**config.mk**
```make
export PLATFORM = sky130hd
export DESIGN_NAME = keypad_scanner
export DESIGN_NICKNAME = d
export VERILOG_FILES = /design/src/rtl/keypad_scanner.sv
export SDC_FILE = /design/constraint.sdc
export NUM_CORES = 1
export LEC_CHECK = 0
export BUFFER_PORTS_ARGS = -buffer_cell sky130_fd_sc_hd__buf_2
export CAP_MARGIN = 10
export CELL_PAD_IN_SITES_DETAIL_PLACEMENT = 0
export CELL_PAD_IN_SITES_GLOBAL_PLACEMENT = 2
export CORE_MARGIN = 2
export CORE_UTILIZATION = 36
export CTS_BUF_LIST = sky130_fd_sc_hd__clkbuf_4 sky130_fd_sc_hd__clkbuf_8
export DETAILED_ROUTE_END_ITERATION = 10
export GPL_TIMING_DRIVEN = 0
export HOLD_SLACK_MARGIN = 0.02
export PLACE_DENSITY = 0.86
export SLEW_MARGIN = 25
export SYNTH_ARGS = -nofsm -noshare
export SYNTH_HDL_FRONTEND = slang
export SYNTH_SLANG_ARGS = --single-unit
```
**constraint.sdc**
```tcl
create_clock -name clk -period 2.5 [get_ports clk]
set_clock_uncertainty 0.15 [all_clocks]
set_input_delay 0.125 -clock clk [delete_from_list [all_inputs] [get_ports clk]]
set_output_delay 0.125 -clock clk [all_outputs]
set_load 0.01 [all_outputs]
```
**src/rtl/keypad_scanner.sv**
```systemverilog
// 4x4 keypad scanner: walks an active-low column drive, debounces press and
// release of one key, and strobes the accepted column/row index.
module keypad_scanner #(
    parameter int unsigned SCAN_DIV     = 5000,
    parameter int unsigned DEBOUNCE_CNT = 100000
) (
    input  logic       clk,
    input  logic       rst,
    input  logic [3:0] row,
    output logic [3:0] col,
    output logic [2:0] selC,
    output logic [2:0] selF,
    output logic       enable,
    output logic       pressed
);

    localparam int unsigned DW = $clog2(SCAN_DIV);
    localparam int unsigned CW = $clog2(DEBOUNCE_CNT);
    localparam logic [DW-1:0] DIV_LAST   = DW'(SCAN_DIV - 1);
    localparam logic [DW-1:0] DIV_SETTLE = DW'(2);
    localparam logic [CW-1:0] CNT_LAST   = CW'(DEBOUNCE_CNT - 1);

    typedef enum logic [1:0] {
        SCAN,
        DEBOUNCE,
        HELD,
        RELEASE
    } state_e;

    state_e        state_q, state_d;
    logic [3:0]    row_meta_q, rs_q;
    logic [1:0]    c_q, c_d;
    logic [1:0]    r_q, r_d;
    logic [DW-1:0] div_q, div_d;
    logic [CW-1:0] cnt_q, cnt_d;
    logic [1:0]    sel_c_q, sel_c_d;
    logic [1:0]    sel_f_q, sel_f_d;
    logic          enable_q, enable_d;
    logic          pressed_q, pressed_d;
    logic [1:0]    low_idx;

    always_ff @(posedge clk or negedge rst) begin
        if (!rst) begin
            state_q    <= SCAN;
            row_meta_q <= '1;
            rs_q       <= '1;
            c_q        <= '0;
            r_q        <= '0;
            div_q      <= '0;
            cnt_q      <= '0;
            sel_c_q    <= '0;
            sel_f_q    <= '0;
            enable_q   <= 1'b0;
            pressed_q  <= 1'b0;
        end else begin
            state_q    <= state_d;
            row_meta_q <= row;
            rs_q       <= row_meta_q;
            c_q        <= c_d;
            r_q        <= r_d;
            div_q      <= div_d;
            cnt_q      <= cnt_d;
            sel_c_q    <= sel_c_d;
            sel_f_q    <= sel_f_d;
            enable_q   <= enable_d;
            pressed_q  <= pressed_d;
        end
    end

    // Lowest-numbered low row wins when several rows are pulled low together.
    always_comb begin
        if (!rs_q[0])      low_idx = 2'd0;
        else if (!rs_q[1]) low_idx = 2'd1;
        else if (!rs_q[2]) low_idx = 2'd2;
        else               low_idx = 2'd3;
    end

    always_comb begin
        state_d   = state_q;
        c_d       = c_q;
        r_d       = r_q;
        div_d     = div_q;
        cnt_d     = cnt_q;
        sel_c_d   = sel_c_q;
        sel_f_d   = sel_f_q;
        enable_d  = 1'b0;
        pressed_d = pressed_q;
        case (state_q)
            SCAN: begin
                if (div_q >= DIV_SETTLE && rs_q != '1) begin
                    r_d     = low_idx;
                    cnt_d   = '0;
                    state_d = DEBOUNCE;
                end else if (div_q == DIV_LAST) begin
                    div_d = '0;
                    c_d   = c_q + 2'd1;
                end else begin
                    div_d = div_q + 1'b1;
                end
            end
            DEBOUNCE: begin
                if (rs_q[r_q]) begin
                    div_d   = '0;
                    state_d = SCAN;
                end else if (cnt_q == CNT_LAST) begin
                    sel_c_d   = c_q;
                    sel_f_d   = r_q;
                    enable_d  = 1'b1;
                    pressed_d = 1'b1;
                    state_d   = HELD;
                end else begin
                    cnt_d = cnt_q + 1'b1;
                end
            end
            HELD: begin
                if (rs_q == '1) begin
                    cnt_d   = '0;
                    state_d = RELEASE;
                end
            end
            RELEASE: begin
                if (rs_q != '1) begin
                    state_d = HELD;
                end else if (cnt_q == CNT_LAST) begin
                    pressed_d = 1'b0;
                    c_d       = c_q + 2'd1;
                    div_d     = '0;
                    state_d   = SCAN;
                end else begin
                    cnt_d = cnt_q + 1'b1;
                end
            end
            default: state_d = SCAN;
        endcase
    end

    always_comb begin
        col     = ~(4'b0001 << c_q);
        selC    = {1'b0, sel_c_q};
        selF    = {1'b0, sel_f_q};
        enable  = enable_q;
        pressed = pressed_q;
    end

endmodule

```
== Word-level counts from Yosys, hierarchy flattened ==
Index checks and enable logic that the tools add are counted.

* Add/subtract/negate cells: 3
* $lt $le $gt $ge: 2
* Equal/unequal tests: 18
* Shifts and indexed selects: 1
* Muxes and demuxes: 37
* Bitwise gates (word level): 2
* Reductions and logical operators: 12

{| class="wikitable"
|+ Operators with widths
! cell !! number
|-
| two-way mux 17 bit || 5
|-
| one-hot mux 17 bit (4 select lines) || 1
|-
| two-way mux 13 bit || 5
|-
| one-hot mux 13 bit (3 select lines) || 1
|-
| two-way mux 2 bit || 12
|-
| != test 2 bit (second input constant) || 9
|-
| adder 17 x 1 -> 17 bit (second input constant) || 1
|-
| == test 17 bit (second input constant) || 1
|-
| AND reduction 5 bit || 3
|-
| adder 13 x 1 -> 13 bit (second input constant) || 1
|-
| == test 13 bit (second input constant) || 1
|-
| >= comparator 13 x 2 -> 1 bit (second input constant) || 1
|-
| two-way mux 1 bit || 9
|-
| one-hot mux 2 bit (4 select lines) || 1
|-
| AND reduction 4 bit || 2
|-
| != test 3 bit (second input constant) || 2
|-
| == test 2 bit (second input constant) || 2
|-
| == test 4 bit (second input constant) || 1
|-
| != test 4 bit (second input constant) || 1
|-
| inverter 4 bit || 1
|-
| one-hot mux 2 bit (2 select lines) || 1
|-
| nonzero test 2 bit || 2
|-
| left shift 1 x 2 -> 4 bit (first input constant) || 1
|-
| less-than comparator 2 x 3 -> 1 bit (second input constant) || 1
|-
| other kinds (10) || 10
|}

* Flip-flop bits (word level): 50
* Input port bits: 6
* Output and inout bits: 12
* Logic and storage cells: 86

== Depth between registers and ports, before layout ==
* Depth in word-level cells: 4
* Gate-level depth with buffers: 9

== Worst setup path before layout ==
No wires, ideal clock.

* Path kind: reg-to-reg
* Start: reg cnt_q[5]
* End: reg div_q[8]
* Library setup time: 0.074 ns
* Data arrival time: 2.285 ns
* Data required time: 2.276 ns
* Setup slack: -0.008 ns
* Stages on the path, launching flop included: 9
* Buffers on the path: 2
* Clock period less this slack: 2.508 ns
* Cell sequence: dfrtp_1 buf_6 or4b_4 nor4_4 nand4_4 and2_4 buf_6 or4_4 o21ai_2

* Cells in the longest elaborated chain, start to end: 3

{| class="wikitable"
|+ RTL lines
! element !! line !! text
|-
| start: declaration || 35 || <nowiki>logic [CW-1:0] cnt_q, cnt_d;</nowiki>
|-
| start signal: assignment || 62 || <nowiki>cnt_q <= cnt_d;</nowiki>
|-
| == test 17 bit || 124 || <nowiki>end else if (cnt_q == CNT_LAST) begin</nowiki>
|-
| != test 2 bit (no source line) || - ||
|-
| AND reduction 5 bit (no source line) || - ||
|-
| end signal: assignment || 61 || <nowiki>div_q <= div_d;</nowiki>
|-
| end: declaration || 34 || <nowiki>logic [DW-1:0] div_q, div_d;</nowiki>
|}

Every way passes these cells.
A chain may end at the register's enable or synchronous reset.

== Worst setup path in the final report ==
Same ends and word-level chain as after synthesis.

==> impl_summary.log <==
INFO  metric die_w = 90.7 µm
INFO  metric worst_pin_slew = 0.652 ns
INFO  metric clk_transition_reported_paths = 0.09 ns
INFO  metric crit_path_capture_type = flip-flop
INFO  metric ys.warnings.count = 0
INFO  metric fraction_of_final_layout_cells_with_drive_strength_greater_than_1 = 0.234
INFO  metric starting_density_of_the_core = 0.373
INFO  metric critical_path.cell_chain = buf_6, or4b_4, nor4_4, nand4_4, and2_4, buf_6, or4_4, o21ai_2
INFO  metric yosysUniqueCellTypes = 54
INFO  metric result_of_the_run = complete, no violations
INFO  metric grt_pass1_vias = 2124
INFO  metric max_cap_viol_count = 0
INFO  metric final_core_utilization = 0.437
INFO  metric fillers = 718
INFO  metric grt_setup_unrepaired = yes
INFO  metric critPathMostFrequentCell = buf_6
INFO  metric report.final.hold_viol_count = 0
INFO  metric route.detailed.vias_per_inst = 5.20
INFO  metric synthesis.instances = 278
INFO  metric pin_count_of_the_biggest_net_entering_global_routing = 51
INFO  metric rows = 31
INFO  metric powerDensity = 741 nW/µm²
INFO  metric worst_ep_arrival_time = 2.57 ns
INFO  metric io_pins = 18
INFO  metric synthesis.area_per_instance = 9.73 µm²
INFO  metric postSynth.topFlopCell = dfrtp_1
INFO  metric ir_drop = 0.363 mV
INFO  metric synth.area.top_cells = dfrtp_1 (39%), dfstp_2 (7.8%), nand2_1 (5.4%)
INFO  metric dp_cells = 393
INFO  metric yosys.area.top_type_share = 0.389
INFO  metric cts_sinks = 50
INFO  metric vias = 2158
INFO  metric clock_tree.buffer_depth = 2
INFO  metric p_leak = 1.32 nW
INFO  metric clk_latency = 0.31 ns
INFO  metric portBuffers = 15
INFO  metric ant_nets = 0
INFO  metric gr-usage-all-layers = 0.155
INFO  metric final_area = 3170 µm²
INFO  metric async_flop_share = 1.00
INFO  metric worstSetupPathType = reg2reg
INFO  metric fmaxAchievable = 402 MHz
INFO  metric design_power_total = 2.35 mW
INFO  metric yosysSeqAreaShare = 0.466
INFO  metric yosys.area.top_type = dfrtp_1
INFO  metric floorplan.die.height = 90.7 µm
INFO  metric routabilityCongestion = 0.784
INFO  metric wl_per_cell = 14.1 µm
INFO  metric relSlewSlack = 0.565
INFO  metric kind_of_start_point_of_the_critical_path = flip-flop
INFO  metric worst_path_largest_cell_delay = 0.49 ns
INFO  metric number_of_diodes_added_for_antenna_fixing = 0
INFO  metric antenna_found_initial = 0
INFO  metric tritoncts.num_buffers = 5
INFO  metric placed_area = 2910 µm²
INFO  metric drt_pass1_iterations = 4
INFO  metric max_slew_violation_count = 0
INFO  metric finish.net_count = 328
INFO  metric timing.critical_path.slowest_stage_cell = or4b_4
INFO  metric crit_required = 2.58 ns
INFO  metric grt-ovfl-total = 0
INFO  metric finalNonFillerCells = 415
INFO  metric crit_path_max_fanout = 10
INFO  metric synth_edf_count = 0
INFO  metric detailedPlacementHpwl = 4040 µm
INFO  metric area_delta_synth_final = 17.1%
INFO  metric min_path_type = reg2reg
INFO  metric fin_crit = 2.49 ns
INFO  metric cp.buffers_inverters = 2
INFO  metric cts_root_buf = clkbuf_8
INFO  metric min_period_over_period = 0.995
INFO  metric global_route_wire_length_before_repair = 10300 µm
INFO  metric cts_max_level = 2
INFO  metric setup_viol_count_final = 0
INFO  metric worst_path_dominant_cell_family = simple AND/OR/NAND/NOR gates
INFO  metric drc = 0
INFO  metric postSynthRegisterBits = 50
INFO  metric wl = 5870 µm
INFO  metric initialDrtViolationCount = 124
INFO  metric cts_tree = built
INFO  metric mappedNetlistArea = 2710 µm²
INFO  metric core_area = 7250 µm²
INFO  metric design.die.area = 8220 µm²
[repair_timing]
action,in CTS,in global routing
gates resized for setup,9,2
hold buffers,5,0
endpoints found under the setup margin,30,21
buffers inserted,7,3
pin swaps,3,2
cloned,0,0
endpoints found under the hold margin,46,0
[layout by cell type (no fill, tap or decap), drive strengths merged, types with 3 or more instances in the layout]
master | netlist | routed
a22o | 6 | 6
nor3 | 4 | 4
nor4 | 4 | 4
o31ai | 4 | 4
o221ai | 6 | 6
buf | 5 | 30
xnor2 | 6 | 6
nand4 | 6 | 6
nand3b | 5 | 5
nand2 | 39 | 39
or4 | 6 | 6
inv | 13 | 13
and3 | 6 | 6
o21ai | 23 | 23
dfstp | 8 | 8
or3 | 3 | 3
mux2 | 5 | 5
ha | 7 | 7
clkbuf | 5 | 10
a21oi | 6 | 6
dlygate4sd3 | 0 | 5
nor2 | 23 | 23
nand3 | 20 | 20
dfrtp | 42 | 42
[cells in the mapped netlist, drive strengths merged, types with 4 or more instances]
master	number
xnor2	6
ha	7
clkbuf	5
nor3	4
inv	13
o31ai	4
mux2	5
or4	6
nand4	6
nor2	23
nand2	39
a22o	6
o21ai	23
nand3	20
buf	5
dfrtp	42
a21oi	6
and3	6
nor4	4
nand3b	5
dfstp	8
o221ai	6
[area by class of cell]
type | count | area (µm²) | area share
buffer | 9 | 66.3 | 0.0209
clock buffer | 6 | 76.3 | 0.0241
clock inverter | 2 | 15.0 | 0.00474
inverter | 13 | 48.8 | 0.0154
multi-input combinational | 206 | 1370 | 0.433
sequential | 50 | 1260 | 0.398
tap | 99 | 124 | 0.0391
timing repair buffer | 30 | 203 | 0.0640
[state kept, by name (all words and copies together), names as in the netlist]
name	count
sel_c_q	2
pressed	1
state_q	2
c_q	2
r_q	2
cnt_q	17
rs_q	4
div_q	13
enable	1
row_meta_q	4
sel_f_q	2
[power by group]
part	leakage, nW	total [mW]	internal, mW	switching (mW)
registers	0.660	0.973	0.892	0.0804
clock network	0.0408	0.485	0.209	0.276
logic	0.619	0.891	0.319	0.572
total	1.32	2.35	1.42	0.929
[routing by layer]
| layer | track usage | vias to the layer above | part of all wire |
|---|---|---|---|
| met5 | 0 | - | 0 |
| met3 | 0.0250 | 6 | 0.025 |
| li1 | - | 1077 | - |
| met4 | 0.0500 | 0 | 0.013 |
| met1 | 0.205 | 1046 | 0.48 |
| met2 | 0.259 | 29 | 0.48 |
[final timing paths]
check,from,endpoint,slack [ns],depth (start not counted)
min in group asynchronous,rst,c_q[0]$_DFFE_PN0P_,0.24,2
min,row_meta_q[0]$_DFF_PN1_,rs_q[0]$_DFF_PN1_,0.21,0
max reg2reg,cnt_q[5]$_DFFE_PN0P_,div_q[8]$_DFFE_PN0P_,0.01,8
max in group asynchronous,rst,cnt_q[12]$_DFFE_PN0P_,1.48,2
max,cnt_q[5]$_DFFE_PN0P_,div_q[8]$_DFFE_PN0P_,0.01,8
min reg2reg,row_meta_q[0]$_DFF_PN1_,rs_q[0]$_DFF_PN1_,0.21,0
[stage by stage]
step | TNS (ns) | hold WS, ns | setup WS, ns
after CTS | 0 | 0.211 | 0.000174
after global placement | -7.45 | 0.0802 | -0.424
after detailed placement | -8.08 | 0.0491 | -0.432
after floorplan | 0 | -0.321 | 0.0557
after global routing | -0.714 | 0.219 | -0.121
final | 0 | 0.210 | 0.0117
[cell families (layout without fill, tap and decap cells)]
kind of cell | Yosys count | after routing | synth area share
AND/OR/NAND/NOR | 130 | 130 | 0.267
AO/OA/AOI/OAI | 53 | 53 | 0.134
flip-flops | 50 | 50 | 0.466
buffers and inverters | 23 | 60 | 0.0430
multiplexers | 8 | 8 | 0.0365
adder cells (fa/ha/maj) | 7 | 7 | 0.0324
XOR/XNOR | 6 | 6 | 0.0194
other | 1 | 2 | 0.00139
Power figures use the tool's default switching activity.
